`config.mk`:
```
export PLATFORM = sky130hd
export DESIGN_NAME = vga_pattern_gen
export DESIGN_NICKNAME = d
export VERILOG_FILES = /design/src/rtl/vga_pattern_gen.sv
export SDC_FILE = /design/constraint.sdc
export NUM_CORES = 1
export LEC_CHECK = 0
export CORE_UTILIZATION = 55
export DETAILED_ROUTE_END_ITERATION = 12
export DONT_BUFFER_PORTS = 1
export GPL_ROUTABILITY_DRIVEN = 0
export PLACE_DENSITY = 0.7
export REMOVE_ABC_BUFFERS = 1
export SYNTH_ARGS = -nofsm -noshare
export SYNTH_HDL_FRONTEND = slang
export SYNTH_SLANG_ARGS = --single-unit
```
`constraint.sdc`:
```
create_clock -name clk -period 3.5 [get_ports clk]
set_clock_uncertainty 0.05 [all_clocks]
set_input_delay 0.35 -clock clk [delete_from_list [all_inputs] [get_ports clk]]
set_output_delay 0.35 -clock clk [all_outputs]
set_load 0.01 [all_outputs]
```
`src/rtl/vga_pattern_gen.sv`:
```
// vga_pattern_gen: VGA timing generator with four selectable test patterns.
//   clk, rst            : single clock, synchronous active-high reset
//   btn_r/g/b           : asynchronous push buttons; each rising edge bumps a colour channel
//   mode[1:0]           : pattern select, adopted at the first pixel of each frame
//   out_r/g/b           : registered pixel colour (0 outside the active region)
//   hsync, vsync        : sync pulses at level SYNC_POL
//   de, pix_x, pix_y    : active-region flag and coordinates (0 outside the active region)
//   frame_start         : one-clk pulse with the output update for pixel (0,0)
module vga_pattern_gen #(
  parameter int unsigned H_ACTIVE = 640,
  parameter int unsigned H_FP     = 16,
  parameter int unsigned H_SYNC   = 96,
  parameter int unsigned H_BP     = 48,
  parameter int unsigned V_ACTIVE = 480,
  parameter int unsigned V_FP     = 10,
  parameter int unsigned V_SYNC   = 2,
  parameter int unsigned V_BP     = 33,
  parameter int unsigned COLOR_W  = 4,
  parameter int unsigned CLK_DIV  = 2,
  parameter int unsigned SYNC_POL = 0
) (
  input  logic               clk,
  input  logic               rst,
  input  logic               btn_r,
  input  logic               btn_g,
  input  logic               btn_b,
  input  logic [1:0]         mode,
  output logic [COLOR_W-1:0] out_r,
  output logic [COLOR_W-1:0] out_g,
  output logic [COLOR_W-1:0] out_b,
  output logic               hsync,
  output logic               vsync,
  output logic               de,
  output logic [10:0]        pix_x,
  output logic [9:0]         pix_y,
  output logic               frame_start
);

  localparam int unsigned HCW     = 11;
  localparam int unsigned VCW     = 10;
  localparam int unsigned PW      = HCW + 3;
  localparam int unsigned DIV_W   = (CLK_DIV > 1) ? $clog2(CLK_DIV) : 1;
  localparam int unsigned H_TOTAL = H_ACTIVE + H_FP + H_SYNC + H_BP;
  localparam int unsigned V_TOTAL = V_ACTIVE + V_FP + V_SYNC + V_BP;

  localparam logic [DIV_W-1:0] DIV_LAST = DIV_W'(CLK_DIV - 1);
  localparam logic [HCW-1:0]   H_LAST   = HCW'(H_TOTAL - 1);
  localparam logic [VCW-1:0]   V_LAST   = VCW'(V_TOTAL - 1);
  localparam logic [HCW-1:0]   H_ACT_W  = HCW'(H_ACTIVE);
  localparam logic [VCW-1:0]   V_ACT_W  = VCW'(V_ACTIVE);
  localparam logic [HCW-1:0]   HS_BEG   = HCW'(H_ACTIVE + H_FP);
  localparam logic [HCW-1:0]   HS_END   = HCW'(H_ACTIVE + H_FP + H_SYNC);
  localparam logic [VCW-1:0]   VS_BEG   = VCW'(V_ACTIVE + V_FP);
  localparam logic [VCW-1:0]   VS_END   = VCW'(V_ACTIVE + V_FP + V_SYNC);
  localparam logic [PW-1:0]    BAR_DEN  = PW'(H_ACTIVE);
  localparam logic             SYNC_LVL = 1'(SYNC_POL);
  localparam logic [COLOR_W-1:0] ONES   = '1;

  logic [DIV_W-1:0]   div_q, div_d;
  logic [HCW-1:0]     hcnt_q, hcnt_d;
  logic [VCW-1:0]     vcnt_q, vcnt_d;
  logic [2:0]         btn_s1_q, btn_s1_d, btn_s2_q, btn_s2_d, btn_prev_q, btn_prev_d;
  logic [COLOR_W-1:0] chan_r_q, chan_r_d, chan_g_q, chan_g_d, chan_b_q, chan_b_d;
  logic [1:0]         mode_act_q, mode_act_d;
  logic [COLOR_W-1:0] out_r_q, out_r_d, out_g_q, out_g_d, out_b_q, out_b_d;
  logic               hsync_q, hsync_d, vsync_q, vsync_d, de_q, de_d, fs_q, fs_d;
  logic [HCW-1:0]     pix_x_q, pix_x_d;
  logic [VCW-1:0]     pix_y_q, pix_y_d;

  logic               tick_c, first_c, active_c;
  logic [2:0]         edge_c;
  logic [1:0]         mode_eff_c;
  logic [PW-1:0]      bar_num_c;
  logic [2:0]         bar_c;
  logic [COLOR_W-1:0] pr_c, pg_c, pb_c;

  // Next-state: pixel tick, counters, button channels, mode latch, output update
  always_comb begin
    div_d      = div_q;
    hcnt_d     = hcnt_q;
    vcnt_d     = vcnt_q;
    btn_s1_d   = {btn_r, btn_g, btn_b};
    btn_s2_d   = btn_s1_q;
    btn_prev_d = btn_s2_q;
    out_r_d    = out_r_q;
    out_g_d    = out_g_q;
    out_b_d    = out_b_q;
    hsync_d    = hsync_q;
    vsync_d    = vsync_q;
    de_d       = de_q;
    pix_x_d    = pix_x_q;
    pix_y_d    = pix_y_q;
    fs_d       = 1'b0;
    pr_c       = '0;
    pg_c       = '0;
    pb_c       = '0;

    tick_c = (div_q == '0);
    div_d  = (div_q == DIV_LAST) ? '0 : div_q + DIV_W'(1);

    // Button edges are independent of the pixel tick
    edge_c   = btn_s2_q & ~btn_prev_q;
    chan_r_d = chan_r_q + COLOR_W'(edge_c[2]);
    chan_g_d = chan_g_q + COLOR_W'(edge_c[1]);
    chan_b_d = chan_b_q + COLOR_W'(edge_c[0]);

    // New mode applies from the very first pixel of the frame it is sampled at
    first_c    = tick_c && (hcnt_q == '0) && (vcnt_q == '0);
    mode_eff_c = first_c ? mode : mode_act_q;
    mode_act_d = mode_eff_c;

    active_c  = (hcnt_q < H_ACT_W) && (vcnt_q < V_ACT_W);
    bar_num_c = {hcnt_q, 3'b000};
    bar_c     = 3'(bar_num_c / BAR_DEN);

    unique case (mode_eff_c)
      2'd0: begin
        pr_c = chan_r_q; pg_c = chan_g_q; pb_c = chan_b_q;
      end
      2'd1: begin
        pr_c = bar_c[2] ? ONES : '0;
        pg_c = bar_c[1] ? ONES : '0;
        pb_c = bar_c[0] ? ONES : '0;
      end
      2'd2: begin
        if (hcnt_q[5] ^ vcnt_q[5]) begin
          pr_c = ONES; pg_c = ONES; pb_c = ONES;
        end else begin
          pr_c = chan_r_q; pg_c = chan_g_q; pb_c = chan_b_q;
        end
      end
      default: begin
        pr_c = hcnt_q[COLOR_W+3:4];
        pg_c = hcnt_q[COLOR_W+3:4];
        pb_c = hcnt_q[COLOR_W+3:4];
      end
    endcase

    if (tick_c) begin
      out_r_d = active_c ? pr_c : '0;
      out_g_d = active_c ? pg_c : '0;
      out_b_d = active_c ? pb_c : '0;
      de_d    = active_c;
      pix_x_d = active_c ? hcnt_q : '0;
      pix_y_d = active_c ? vcnt_q : '0;
      hsync_d = ((hcnt_q >= HS_BEG) && (hcnt_q < HS_END)) ? SYNC_LVL : ~SYNC_LVL;
      vsync_d = ((vcnt_q >= VS_BEG) && (vcnt_q < VS_END)) ? SYNC_LVL : ~SYNC_LVL;
      fs_d    = first_c;
      if (hcnt_q == H_LAST) begin
        hcnt_d = '0;
        vcnt_d = (vcnt_q == V_LAST) ? '0 : vcnt_q + VCW'(1);
      end else begin
        hcnt_d = hcnt_q + HCW'(1);
      end
    end
  end

  // State and output registers
  always_ff @(posedge clk) begin
    if (rst) begin
      div_q      <= '0;
      hcnt_q     <= '0;
      vcnt_q     <= '0;
      btn_s1_q   <= '0;
      btn_s2_q   <= '0;
      btn_prev_q <= '0;
      chan_r_q   <= '0;
      chan_g_q   <= '0;
      chan_b_q   <= '0;
      mode_act_q <= '0;
      out_r_q    <= '0;
      out_g_q    <= '0;
      out_b_q    <= '0;
      hsync_q    <= ~SYNC_LVL;
      vsync_q    <= ~SYNC_LVL;
      de_q       <= 1'b0;
      pix_x_q    <= '0;
      pix_y_q    <= '0;
      fs_q       <= 1'b0;
    end else begin
      div_q      <= div_d;
      hcnt_q     <= hcnt_d;
      vcnt_q     <= vcnt_d;
      btn_s1_q   <= btn_s1_d;
      btn_s2_q   <= btn_s2_d;
      btn_prev_q <= btn_prev_d;
      chan_r_q   <= chan_r_d;
      chan_g_q   <= chan_g_d;
      chan_b_q   <= chan_b_d;
      mode_act_q <= mode_act_d;
      out_r_q    <= out_r_d;
      out_g_q    <= out_g_d;
      out_b_q    <= out_b_d;
      hsync_q    <= hsync_d;
      vsync_q    <= vsync_d;
      de_q       <= de_d;
      pix_x_q    <= pix_x_d;
      pix_y_q    <= pix_y_d;
      fs_q       <= fs_d;
    end
  end

  assign out_r       = out_r_q;
  assign out_g       = out_g_q;
  assign out_b       = out_b_q;
  assign hsync       = hsync_q;
  assign vsync       = vsync_q;
  assign de          = de_q;
  assign pix_x       = pix_x_q;
  assign pix_y       = pix_y_q;
  assign frame_start = fs_q;

endmodule

```
==> results of run 1 <==
==> path summary, 6_finish.rpt <==
check | to | depth (start not counted)
worst min register to register | btn_prev_d[0] | 1
worst max register to register | out_g[3] | 7
worst max-delay path | out_g[3] | 7
worst min-delay path | chan_g_q[2] | 1
==> layout by cell type (no fill, tap or decap), types with 4 or more instances in the layout <==
master	instances
sky130_fd_sc_hd__nand3_1	10
sky130_fd_sc_hd__o21ai_0	14
sky130_fd_sc_hd__o21ai_1	4
sky130_fd_sc_hd__buf_4	6
sky130_fd_sc_hd__xnor2_1	10
sky130_fd_sc_hd__o31ai_1	4
sky130_fd_sc_hd__ha_1	10
sky130_fd_sc_hd__nand2_1	34
sky130_fd_sc_hd__nand4_1	7
sky130_fd_sc_hd__nor2b_1	23
sky130_fd_sc_hd__o22ai_1	4
sky130_fd_sc_hd__inv_1	11
sky130_fd_sc_hd__o21a_1	4
sky130_fd_sc_hd__nand2b_1	4
sky130_fd_sc_hd__nor4_1	6
sky130_fd_sc_hd__a32oi_1	9
sky130_fd_sc_hd__o211ai_1	8
sky130_fd_sc_hd__dfxtp_1	82
sky130_fd_sc_hd__dlygate4sd3_1	5
sky130_fd_sc_hd__a21oi_1	15
sky130_fd_sc_hd__or3_1	6
sky130_fd_sc_hd__xor2_1	12
sky130_fd_sc_hd__clkbuf_8	9
sky130_fd_sc_hd__nor2_1	36
sky130_fd_sc_hd__a22o_1	19
==> timing repair <==
action / CTS / global route
gates resized for setup: 0 / 0
hold buffers: 2 / 3
endpoints found under the hold margin: 2 / 5
==> cells by family (layout without fill, tap and decap cells) <==
kind of cell	Yosys count	in the layout	share of synthesized area (%)
buffers and inverters	39	38	4.31
XOR/XNOR	22	22	5.39
AO/OA/AOI/OAI	92	92	18.1
flip-flops	82	82	46.0
multiplexers	5	5	1.58
adder cells (fa/ha/maj)	10	10	3.50
AND/OR/NAND/NOR	146	146	21.1
==> area by class of cell <==
class | count | area (µm²) | area share [%]
Clock inverter | 7 | 75.1 | 1.95
Inverter | 11 | 41.3 | 1.07
Tap cell | 75 | 93.8 | 2.44
Multi-Input combinational cell | 275 | 1780 | 46.2
Timing Repair Buffer | 11 | 95.1 | 2.47
Sequential cell | 82 | 1640 | 42.6
Clock buffer | 9 | 124 | 3.22
==> metrics by stage <==
step	power (mW)	hold slack (ns)	util, %	worst slack, ns
floorplan	1.09	0.364	-	0.890
global placement	1.12	0.365	59.1	0.770
detailed placement	1.12	0.374	59.1	0.745
CTS	1.80	0.000485	62.7	0.728
global route	1.86	0.0000246	63.2	0.473
finish	1.79	0.0117	63.2	0.695
==> metal layers <==
layer | vias up | global-route usage (%)
li1 | 1395 | -
met1 | 1325 | 28.9
met2 | 96 | 38.7
met3 | 20 | 6.48
met4 | 0 | 13.8
met5 | - | 0
==> state kept, by name (all words and copies together), names as in the netlist <==
| signal | flops |
|---|---|
| chan_b_q | 4 |
| btn_s1_q | 3 |
| pix_x | 11 |
| out_b | 4 |
| de | 1 |
| btn_prev_q | 3 |
| btn_prev_d | 3 |
| div_q | 1 |
| mode_act_q | 2 |
| chan_g_q | 4 |
| pix_y | 10 |
| vcnt_q | 10 |
| frame_start | 1 |
| hcnt_q | 11 |
| chan_r_q | 4 |
| out_g | 4 |
| out_r | 4 |
| hsync | 1 |
| vsync | 1 |
==> power breakdown <==
group          switching, mW  leakage (nW)  internal (mW)
clock                  0.345        0.0923          0.333
sequential            0.0288         0.665          0.960
combinational         0.0719         0.677         0.0490
total                  0.446          1.43           1.34
==> impl_metrics.sql, run 1 <==
INSERT INTO impl_metrics (metric_group, metric, value, unit) VALUES
('worst_setup_path', 'critical_path.max_stage_delay', '0.46', 'ns'),
('global_routing', 'grt_antenna_before_repair', '0', ''),
('drt', 'drt_first_pass_iters', '5', ''),
('clocking', 'clock-sinks', '82', ''),
('logic_synthesis', 'synth.most_common_cell', 'sky130_fd_sc_hd__dfxtp_1', ''),
('sta', 'relSlewSlack', '33.6', '%'),
('final_layout', 'layout-area-overhead-vs-synth', '7.78', '%'),
('sta', 'max_freq', '357', 'MHz'),
('clocking', 'htreeDepth', '3', ''),
('drt', 'avgRoutedWirePerCell', '16.1', 'µm'),
('worst_setup_path', 'worst_setup_path_end_kind', 'register', ''),
('run_status', 'outcome', 'finished clean', ''),
('run', 'drv.max_cap_violation_count', '0', ''),
('clocking', 'tritoncts_clock_tree', 'built', ''),
('die', 'io-pin-count', '44', ''),
('worst_setup_path', 'worstPathMaxFanout', '13', ''),
('clocking', 'tritoncts_buffer_count', '9', ''),
('global_routing', 'globalRouteTotalUtil', '24.1', '%'),
('drt', 'routed_wl_met3', '462', 'µm'),
('pwr', 'power-per-cell-area', '464', 'nW/µm²'),
('worst_hold_path', 'hold_path_startpoint', 'rst', ''),
('drt', 'drcViolationCount', '0', ''),
('sta', 'finalHoldViolations', '0', ''),
('worst_setup_path', 'critPathLaunch', 'hcnt_q[4]', ''),
('global_routing', 'global_route_wire_length_before_repair', '12300', 'µm'),
('logic_synthesis', 'ys_async_sr_fraction', '0', '%'),
('pwr', 'p_leak', '1.43', 'nW'),
('logic_synthesis', 'synth_seq_area_share', '46.0', '%'),
('sta', 'slew_viol_final', '0', ''),
('final_layout', 'finalInstanceArea', '3850', 'µm²'),
('clocking', 'clockRootBuffer', 'sky130_fd_sc_hd__clkbuf_8', ''),
('logic_synthesis', 'synth_common_cells', '82 x sky130_fd_sc_hd__dfxtp_1, 37 x sky130_fd_sc_hd__nor2_1, 34 x sky130_fd_sc_hd__nand2_1', ''),
('die', 'initial_utilization', '58.6', '%'),
('logic_synthesis', 'number_of_enable_type_register_cells_in_the_synthesized_netlist', '0', ''),
('placed_design', 'numPortBuffers', '0', ''),
('drt', 'met1_length', '3370', 'µm'),
('logic_synthesis', 'library_cell_occupying_the_most_area_in_the_post_synthesis_netlist', 'sky130_fd_sc_hd__dfxtp_1', ''),
('logic_synthesis', 'ffs_latches_synth', '82', ''),
('pwr', 'vdd_ir_drop_max', '331', 'µV'),
('final_layout', 'drive_above_1_share', '7.85', '%'),
('worst_setup_path', 'crit_type', 'reg -> reg', ''),
('placed_design', 'placement.cell_area', '3600', 'µm²'),
('global_routing', 'global_route.overflow_total', '0', ''),
('drt', 'drtIter0Drc', '143', ''),
('clocking', 'postCtsSetupRepairBufs', '0', ''),
('worst_setup_path', 'critical_path.cell_chain', 'or3_1, or4_4, nor3_4, mux2i_2, nand4_1, a21oi_1, o21ai_0', ''),
('drt', 'highest-signal-layer', 'met4', ''),
('sta', 'period_minus_slack', '2.80', 'ns'),
('sta', 'tightest_slew', '0.995', 'ns'),
('logic_synthesis', 'syn_area', '3570', 'µm²'),
('worst_setup_path', 'cp_data_arrival_time', '2.99', 'ns'),
('die', 'die_area', '6820', 'µm²'),
('drt', 'wl', '7570', 'µm'),
('clocking', 'clockBufferDepth', '2', ''),
('clocking', 'worstSkewPairLatency', '0.35', 'ns'),
('global_routing', 'grt_pass1_vias', '2625', ''),
('final_layout', 'final_cells', '470', ''),
('placed_design', 'hpwl_reported_at_the_end_of_detailed_placement', '5130', 'µm'),
('worst_hold_path', 'hold_path_class', 'in -> reg', ''),
('die', 'die_height', '82.6', 'µm'),
('logic_synthesis', 'synth_cell_types', '49', ''),
('worst_setup_path', 'data_required_time_at_the_worst_endpoint', '3.68', 'ns'),
('die', 'floorplan.rows', '28', ''),
('logic_synthesis', 'post_synth_inst_count', '396', ''),
('drt', 'routed_vias', '2836', ''),
('worst_setup_path', 'timing.critical_path.from_type', 'register', ''),
('clocking', 'clk_pin_slew_worst_paths', '0.09', 'ns'),
('global_routing', 'grt_max_degree', '31', ''),
('worst_setup_path', 'cp_max_stage_cell', 'sky130_fd_sc_hd__dfxtp_1', ''),
('die', 'die_w', '82.6', 'µm'),
('worst_setup_path', 'ff2ff_setup_slack', '0.70', 'ns');
No activity file was read; power rests on OpenSTA's default activity.
==> run 2, diff against run 1 <==
--- a/config.mk
+++ b/config.mk
@@ -9,7 +9,7 @@
 export DETAILED_ROUTE_END_ITERATION = 12
 export DONT_BUFFER_PORTS = 1
 export GPL_ROUTABILITY_DRIVEN = 0
-export PLACE_DENSITY = 0.7
+export PLACE_DENSITY = 0.73
 export REMOVE_ABC_BUFFERS = 1
 export SYNTH_ARGS = -nofsm -noshare
 export SYNTH_HDL_FRONTEND = slang
==> constraint.sdc (replaced) <==
create_clock -name clk -period 2.52 [get_ports clk]
set_clock_uncertainty 0.05 [all_clocks]
set_input_delay 0.252 -clock clk [delete_from_list [all_inputs] [get_ports clk]]
set_output_delay 0.252 -clock clk [all_outputs]
set_load 0.01 [all_outputs]
==> run 2 against run 1 <==
  * Utilization up 3.6 points
  * Sequential power increased by 39%
  * Global-route usage is 2.4 points higher
  * Critical path depth rose by 1
  * Critical endpoint is now out_b[1]
==> impl_metrics.sql, run 2 (synthesized netlist as in run 1, its figures left out) <==
INSERT INTO impl_metrics (metric_group, metric, value, unit) VALUES
('drt', 'drt_first_pass_iters', '5', ''),
('run', 'drv.max_cap_violation_count', '0', ''),
('global_routing', 'grt_antenna_before_repair', '0', ''),
('drt', 'wl', '8190', 'µm'),
('pwr', 'vdd_ir_drop_max', '419', 'µV'),
('run_status', 'outcome', 'finished clean', ''),
('pwr', 'totalPowerFinal', '2.57', 'mW'),
('global_routing', 'globalRouteTotalUtil', '26.5', '%'),
('die', 'die_area', '6820', 'µm²'),
('clocking', 'clockBufferDepth', '2', ''),
('clocking', 'clk_pin_slew_worst_paths', '0.08', 'ns'),
('worst_setup_path', 'crit_type', 'reg -> reg', ''),
('worst_setup_path', 'reg2regPathDepth', '8', ''),
('worst_setup_path', 'cp_max_stage_cell', 'sky130_fd_sc_hd__or4_4', ''),
('sta', 'relSlewSlack', '31.5', '%'),
('global_routing', 'grt_pass1_vias', '2719', ''),
('sta', 'fin_crit_sh', '98.4', '%'),
('global_routing', 'grt_max_degree', '29', ''),
('clocking', 'clock-sinks', '82', ''),
('clocking', 'tritoncts_clock_tree', 'built', ''),
('clocking', 'tritoncts_buffer_count', '9', ''),
('sta', 'slew_viol_final', '0', ''),
('final_layout', 'layout-area-overhead-vs-synth', '13.9', '%'),
('worst_setup_path', 'cp_data_arrival_time', '2.67', 'ns'),
('drt', 'drcViolationCount', '0', ''),
('sta', 'setup_repair_after_global_routing_missed_its_margin', 'yes', ''),
('die', 'coreArea', '6100', 'µm²'),
('worst_setup_path', 'critPathLaunch', 'hcnt_q[2]', ''),
('worst_setup_path', 'data_required_time_at_the_worst_endpoint', '2.72', 'ns'),
('final_layout', 'final_net_count', '431', ''),
('sta', 'tightest_slew', '1.02', 'ns'),
('worst_setup_path', 'timing.critical_path.from_type', 'register', ''),
('worst_hold_path', 'hold_path_startpoint', 'rst', ''),
('drt', 'via_cell_ratio', '6.04', ''),
('die', 'floorplan.rows', '28', ''),
('worst_setup_path', 'start_of_the_worst_register_to_register_path', 'hcnt_q[2]', ''),
('worst_setup_path', 'worst_setup_path_end_kind', 'register', ''),
('sta', 'setup_viol', '0', ''),
('global_routing', 'global_route_wire_length_before_repair', '13300', 'µm'),
('sta', 'max_freq', '403', 'MHz'),
('global_routing', 'global_route.overflow_total', '0', ''),
('worst_setup_path', 'critical_path.max_stage_delay', '0.45', 'ns'),
('worst_setup_path', 'worstPathMaxFanout', '6', ''),
('final_layout', 'mostFrequentLayoutCell', 'sky130_fd_sc_hd__dfxtp_1', ''),
('final_layout', 'drive_above_1_share', '13.6', '%'),
('die', 'io-pin-count', '44', ''),
('drt', 'drtIter0Drc', '208', ''),
('sta', 'period_minus_slack', '2.48', 'ns'),
('clocking', 'worstSkewPairLatency', '0.36', 'ns'),
('placed_design', 'hpwl_reported_at_the_end_of_detailed_placement', '5650', 'µm'),
('die', 'die_height', '82.6', 'µm'),
('pwr', 'power-per-cell-area', '631', 'nW/µm²'),
('die', 'die_w', '82.6', 'µm'),
('pwr', 'p_leak', '1.57', 'nW'),
('die', 'initial_utilization', '58.6', '%'),
('sta', 'worst_slack', '0.0410', 'ns'),
('final_layout', 'layout.filler_cells', '502', ''),
('sta', 'finalHoldViolations', '0', ''),
('drt', 'avgRoutedWirePerCell', '16.6', 'µm'),
('drt', 'drtAntennaViolNets', '0', ''),
('worst_hold_path', 'hold_path_class', 'in -> reg', ''),
('placed_design', 'dp_worst_setup_slack', '-0.0206', 'ns'),
('final_layout', 'finalInstanceArea', '4070', 'µm²'),
('worst_hold_path', 'timing.hold.worst_path_depth', '2', ''),
('placed_design', 'placement.cell_area', '3760', 'µm²'),
('final_layout', 'layout_common_cells', '82 x sky130_fd_sc_hd__dfxtp_1, 36 x sky130_fd_sc_hd__nor2_1, 34 x sky130_fd_sc_hd__nand2_1', ''),
('clocking', 'clockRootBuffer', 'sky130_fd_sc_hd__clkbuf_8', ''),
('final_layout', 'diodes', '0', ''),
('clocking', 'htreeDepth', '3', ''),
('sta', 'final.setup.tns', '0', 'ns'),
('drt', 'routed_vias', '2982', ''),
('worst_setup_path', 'critical_path.cell_chain', 'or3_1, or4_4, nor3_4, mux2i_4, buf_6, o21ai_4, o211ai_1, nand2_1', ''),
('placed_design', 'numPortBuffers', '0', '');
[run 2: layout make-up]
| cell class | count | area, µm² | area share, % |
|---|---|---|---|
| sequential | 82 | 1640 | 40.3 |
| clock buffer | 11 | 141 | 3.47 |
| multi-input combinational | 275 | 1810 | 44.5 |
| timing repair buffer | 35 | 280 | 6.89 |
| clock inverter | 5 | 62.6 | 1.54 |
| tap | 75 | 93.8 | 2.31 |
| inverter | 11 | 41.3 | 1.01 |
[run 2: power by group]
group	switching [mW]	internal (mW)
combinational	0.124	0.102
sequential	0.0372	1.33
clock	0.484	0.490
total	0.645	1.93
[run 2: timing repair]
item,CTS,global route
pin swaps,0,6
hold buffers,4,0
gates resized for setup,1,10
setup endpoints to repair,2,12
buffers inserted,0,4
hold endpoints to repair,28,0
[run 2: final timing paths]
check / slack [ns] / endpoint
min reg2reg: 0.39 / btn_prev_d[2]
max: 0.04 / out_b[1]
max reg2reg: 0.04 / out_b[1]
min: 0.03 / vsync
[run 2: routing by layer]
layer,global-route usage (%),vias to the layer above,part of all wire (%)
li1,-,1436,-
met1,34.0,1418,44
met2,42.3,117,47
met3,8.24,11,7.6
met4,8.45,0,1.4
met5,0,-,0
[run 2: worst max-delay path: cells and delay by family (launching register included)]
kind | cells | cell delay [ns]
multiplexers | 1 | 0.37
AND/OR/NAND/NOR | 4 | 1.18
buffers and inverters | 1 | 0.14
AO/OA/AOI/OAI | 2 | 0.31
flip-flops | 1 | 0.32
[run 2: stage by stage]
stage          util, %  instances  hold WS, ns
2_1_floorplan        -        368        0.271
3_3_place_gp      61.7        470        0.276
3_5_place_dp      61.7        470        0.278
4_1_cts           65.7        490       0.0146
5_1_grt           66.8        494       0.0599
6_report          66.8        494       0.0267
==> run 3, diff against run 2 <==
--- a/config.mk
+++ b/config.mk
@@ -5,12 +5,12 @@
 export SDC_FILE = /design/constraint.sdc
 export NUM_CORES = 1
 export LEC_CHECK = 0
+export ABC_AREA = 1
 export CORE_UTILIZATION = 55
 export DETAILED_ROUTE_END_ITERATION = 12
 export DONT_BUFFER_PORTS = 1
 export GPL_ROUTABILITY_DRIVEN = 0
 export PLACE_DENSITY = 0.73
-export REMOVE_ABC_BUFFERS = 1
 export SYNTH_ARGS = -nofsm -noshare
 export SYNTH_HDL_FRONTEND = slang
 export SYNTH_SLANG_ARGS = --single-unit
==> run 3 against run 2 <==
  * Area after synthesis grew 0.53%
  * Total power is 2.4% higher
  * Worst hold slack worse by 0.011 ns
  * Setup slack improved by 0.22 ns
  * Non-clock buffer count fell by 28
  * Sequential share of layout area is 1.6 points higher
  * Sequential power about the same
  * Final area fell by 3.9%
  * Clock-buffer cell count unchanged
  * Synthesized cell count increased by 19%
  * Fmax up 9.6%
  * Combinational power fell by 26%
  * Critical path type unchanged
==> impl_metrics.sql, run 3 <==
INSERT INTO impl_metrics (metric_group, metric, value, unit) VALUES
('final_layout', 'mostFrequentLayoutCell', 'sky130_fd_sc_hd__nand2_1', ''),
('sta', 'final.setup.tns', '0', 'ns'),
('logic_synthesis', 'mappedNetlistNets', '490', ''),
('pwr', 'p_leak', '1.71', 'nW'),
('global_routing', 'global_route_wire_length_before_repair', '12900', 'µm'),
('sta', 'setup_repair_after_global_routing_missed_its_margin', 'no', ''),
('global_routing', 'grt_max_degree', '30', ''),
('worst_setup_path', 'crit_type', 'reg -> reg', ''),
('clocking', 'worstSkewPairLatency', '0.36', 'ns'),
('drt', 'routed_vias', '2989', ''),
('global_routing', 'globalRouteTotalUtil', '23.3', '%'),
('logic_synthesis', 'synth.top_cell.area_share', '45.7', '%'),
('placed_design', 'numPortBuffers', '0', ''),
('pwr', 'power-per-cell-area', '673', 'nW/µm²'),
('logic_synthesis', 'library_cell_occupying_the_most_area_in_the_post_synthesis_netlist', 'sky130_fd_sc_hd__dfxtp_1', ''),
('drt', 'drt_first_pass_iters', '4', ''),
('final_layout', 'layout.filler_cells', '587', ''),
('pwr', 'vdd_ir_drop_max', '456', 'µV'),
('worst_setup_path', 'worstPathMaxFanout', '12', ''),
('clocking', 'htreeDepth', '3', ''),
('clocking', 'tritoncts_clock_tree', 'built', ''),
('run', 'drv.max_cap_violation_count', '0', ''),
('logic_synthesis', 'synth_flop_cell', 'sky130_fd_sc_hd__dfxtp_1', ''),
('logic_synthesis', 'avgSynthCellArea', '7.59', 'µm²'),
('clocking', 'clockRootBuffer', 'sky130_fd_sc_hd__clkbuf_8', ''),
('drt', 'via_cell_ratio', '5.35', ''),
('drt', 'drtIter0Drc', '160', ''),
('final_layout', 'layout_common_cells', '109 x sky130_fd_sc_hd__nand2_1, 82 x sky130_fd_sc_hd__dfxtp_1, 58 x sky130_fd_sc_hd__inv_1', ''),
('sta', 'slew_viol_final', '0', ''),
('final_layout', 'diodes', '0', ''),
('logic_synthesis', 'synth_seq_area_share', '45.7', '%'),
('logic_synthesis', 'syn_area', '3590', 'µm²'),
('final_layout', 'layout-area-overhead-vs-synth', '8.92', '%'),
('sta', 'finalHoldViolations', '0', ''),
('drt', 'drtAntennaViolNets', '0', ''),
('sta', 'max_freq', '442', 'MHz'),
('clocking', 'postCtsSetupRepairBufs', '0', ''),
('final_layout', 'final_net_count', '494', ''),
('worst_setup_path', 'cp_data_arrival_time', '2.48', 'ns'),
('clocking', 'clockBufferDepth', '2', ''),
('worst_setup_path', 'timing.critical_path.from_type', 'register', ''),
('clocking', 'cts.repair.resized', '0', ''),
('sta', 'relSlewSlack', '24.5', '%'),
('logic_synthesis', 'ffs_latches_synth', '82', ''),
('die', 'die_w', '82.8', 'µm'),
('drt', 'drcViolationCount', '0', ''),
('sta', 'tightest_slew', '1.13', 'ns'),
('die', 'die_area', '6860', 'µm²'),
('die', 'coreArea', '6310', 'µm²'),
('die', 'io-pin-count', '44', ''),
('logic_synthesis', 'synth.top_cells.by_area', 'sky130_fd_sc_hd__dfxtp_1 46%, sky130_fd_sc_hd__nand2_1 11%, sky130_fd_sc_hd__inv_1 6.1%', ''),
('sta', 'period_minus_slack', '2.26', 'ns'),
('worst_setup_path', 'worst_setup_path_end_kind', 'register', ''),
('global_routing', 'grt_antenna_before_repair', '0', ''),
('logic_synthesis', 'synth_cell_types', '38', ''),
('logic_synthesis', 'synth.most_common_cell', 'sky130_fd_sc_hd__nand2_1', ''),
('clocking', 'tritoncts_buffer_count', '9', ''),
('sta', 'fin_crit_sh', '89.8', '%'),
('final_layout', 'drive_above_1_share', '9.96', '%'),
('worst_setup_path', 'data_required_time_at_the_worst_endpoint', '2.73', 'ns'),
('die', 'initial_utilization', '56.9', '%'),
('logic_synthesis', 'synth_common_cells', '109 x sky130_fd_sc_hd__nand2_1, 82 x sky130_fd_sc_hd__dfxtp_1, 58 x sky130_fd_sc_hd__inv_1', ''),
('clocking', 'clk_pin_slew_worst_paths', '0.08', 'ns'),
('logic_synthesis', 'number_of_enable_type_register_cells_in_the_synthesized_netlist', '0', ''),
('run_status', 'outcome', 'finished clean', ''),
('drt', 'avgRoutedWirePerCell', '13.5', 'µm'),
('clocking', 'clock-sinks', '82', ''),
('worst_hold_path', 'hold_path_startpoint', 'mode[1]', ''),
('logic_synthesis', 'post_synth_inst_count', '473', ''),
('global_routing', 'grt_pass1_vias', '2812', ''),
('worst_setup_path', 'critPathLaunch', 'vcnt_q[0]', ''),
('drt', 'wl', '7550', 'µm'),
('pwr', 'totalPowerFinal', '2.63', 'mW'),
('die', 'floorplan.rows', '29', ''),
('sta', 'setup_viol', '0', ''),
('global_routing', 'global_route.overflow_total', '0', ''),
('die', 'die_height', '82.8', 'µm'),
('clocking', 'ctsHoldBuffers', '4', ''),
('logic_synthesis', 'yosysWarnings', '0', ''),
('worst_hold_path', 'hold_path_class', 'in -> reg', ''),
('placed_design', 'hpwl_reported_at_the_end_of_detailed_placement', '5310', 'µm'),
('logic_synthesis', 'ys_async_sr_fraction', '0', '%'),
('worst_setup_path', 'start_of_the_worst_register_to_register_path', 'vcnt_q[0]', '');
## run 3: changes by cell type in the layout (fill, tap and decap cells not counted), sizes merged, moves of 6 or more
cell	previous run	this run
nand2	35	115
inv	12	66
buf	31	3
nor2b	23	0
nor2	37	57
a22o	19	0
nand3	10	26
o21ai	19	35
a32oi	9	0
nor3	4	11
xnor2	10	3
o211ai	8	2
or3	6	0
## run 3: per-layer routing
metal	global-route usage (%)	up-vias	wire (µm)
met5	0	-	0
met4	11.0	0	171
met3	4.47	16	404
met2	36.4	91	3360
met1	31.2	1366	3610
li1	-	1516	-
## run 3: metrics by stage
step | util [%] | instances | setup slack, ns | instance area (µm²) | hold slack, ns
final | 62.0 | 559 | 0.258 | 3910 | 0.0155
after detailed placement | 57.6 | 539 | 0.322 | 3630 | 0.284
after floorplan | - | 473 | 0.564 | 3590 | 0.302
after CTS | 62.0 | 559 | 0.294 | 3910 | 0.0124
after global placement | 57.6 | 539 | 0.427 | 3630 | 0.279
after global routing | 62.0 | 559 | 0.0316 | 3910 | 0.0278
## run 3: worst paths after layout
check / endpoint / slack (ns) / cells after the start
worst max-delay path: out_b[0] / 0.26 / 12
worst min-delay path: mode_act_q[1] / 0.02 / 2
worst max register to register: out_b[0] / 0.26 / 12
worst min register to register: btn_prev_d[2] / 0.35 / 2
## run 3: kinds of logic (layout without fill, tap and decap cells)
family | Yosys count | in the layout | synth area share (%)
and+or+nand+nor | 227 | 227 | 28.6
xor gates and xnor gates | 10 | 10 | 2.44
AOI/OAI and AO/OA | 64 | 64 | 10.1
DFF | 82 | 82 | 45.7
buffers and inverters | 79 | 88 | 9.09
adders and majority gates | 10 | 10 | 3.48
muxes | 1 | 1 | 0.627
## run 3: layout make-up
class	instances	area [µm²]	share of cell area, %
clock buffer	11	151	3.87
multi-input combinational	312	1630	41.6
tap	77	96.3	2.46
clock inverter	5	85.1	2.18
timing repair buffer	7	62.6	1.60
sequential	82	1640	42.0
inverter	65	249	6.37
## run 3: critical path, cell delays in order, from the launching register on
cell and delay, ns:
sky130_fd_sc_hd__dfxtp_1 0.32, sky130_fd_sc_hd__inv_1 0.14, sky130_fd_sc_hd__ha_1 0.16, sky130_fd_sc_hd__nand2_1 0.11, sky130_fd_sc_hd__nor3_4 0.23, sky130_fd_sc_hd__nand4_4 0.17
sky130_fd_sc_hd__nand2_1 0.11, sky130_fd_sc_hd__o21ai_2 0.09, sky130_fd_sc_hd__o21ai_2 0.34, sky130_fd_sc_hd__a21boi_0 0.25, sky130_fd_sc_hd__nand2_1 0.08, sky130_fd_sc_hd__nand2_1 0.06
sky130_fd_sc_hd__nand2_1 0.04
## run 3: where the power goes
group          internal, mW  total, mW  leakage [nW]  switching, mW
logic                0.0580      0.168         0.929          0.110
clock network         0.617       1.11         0.116          0.494
registers              1.33       1.35         0.665         0.0268
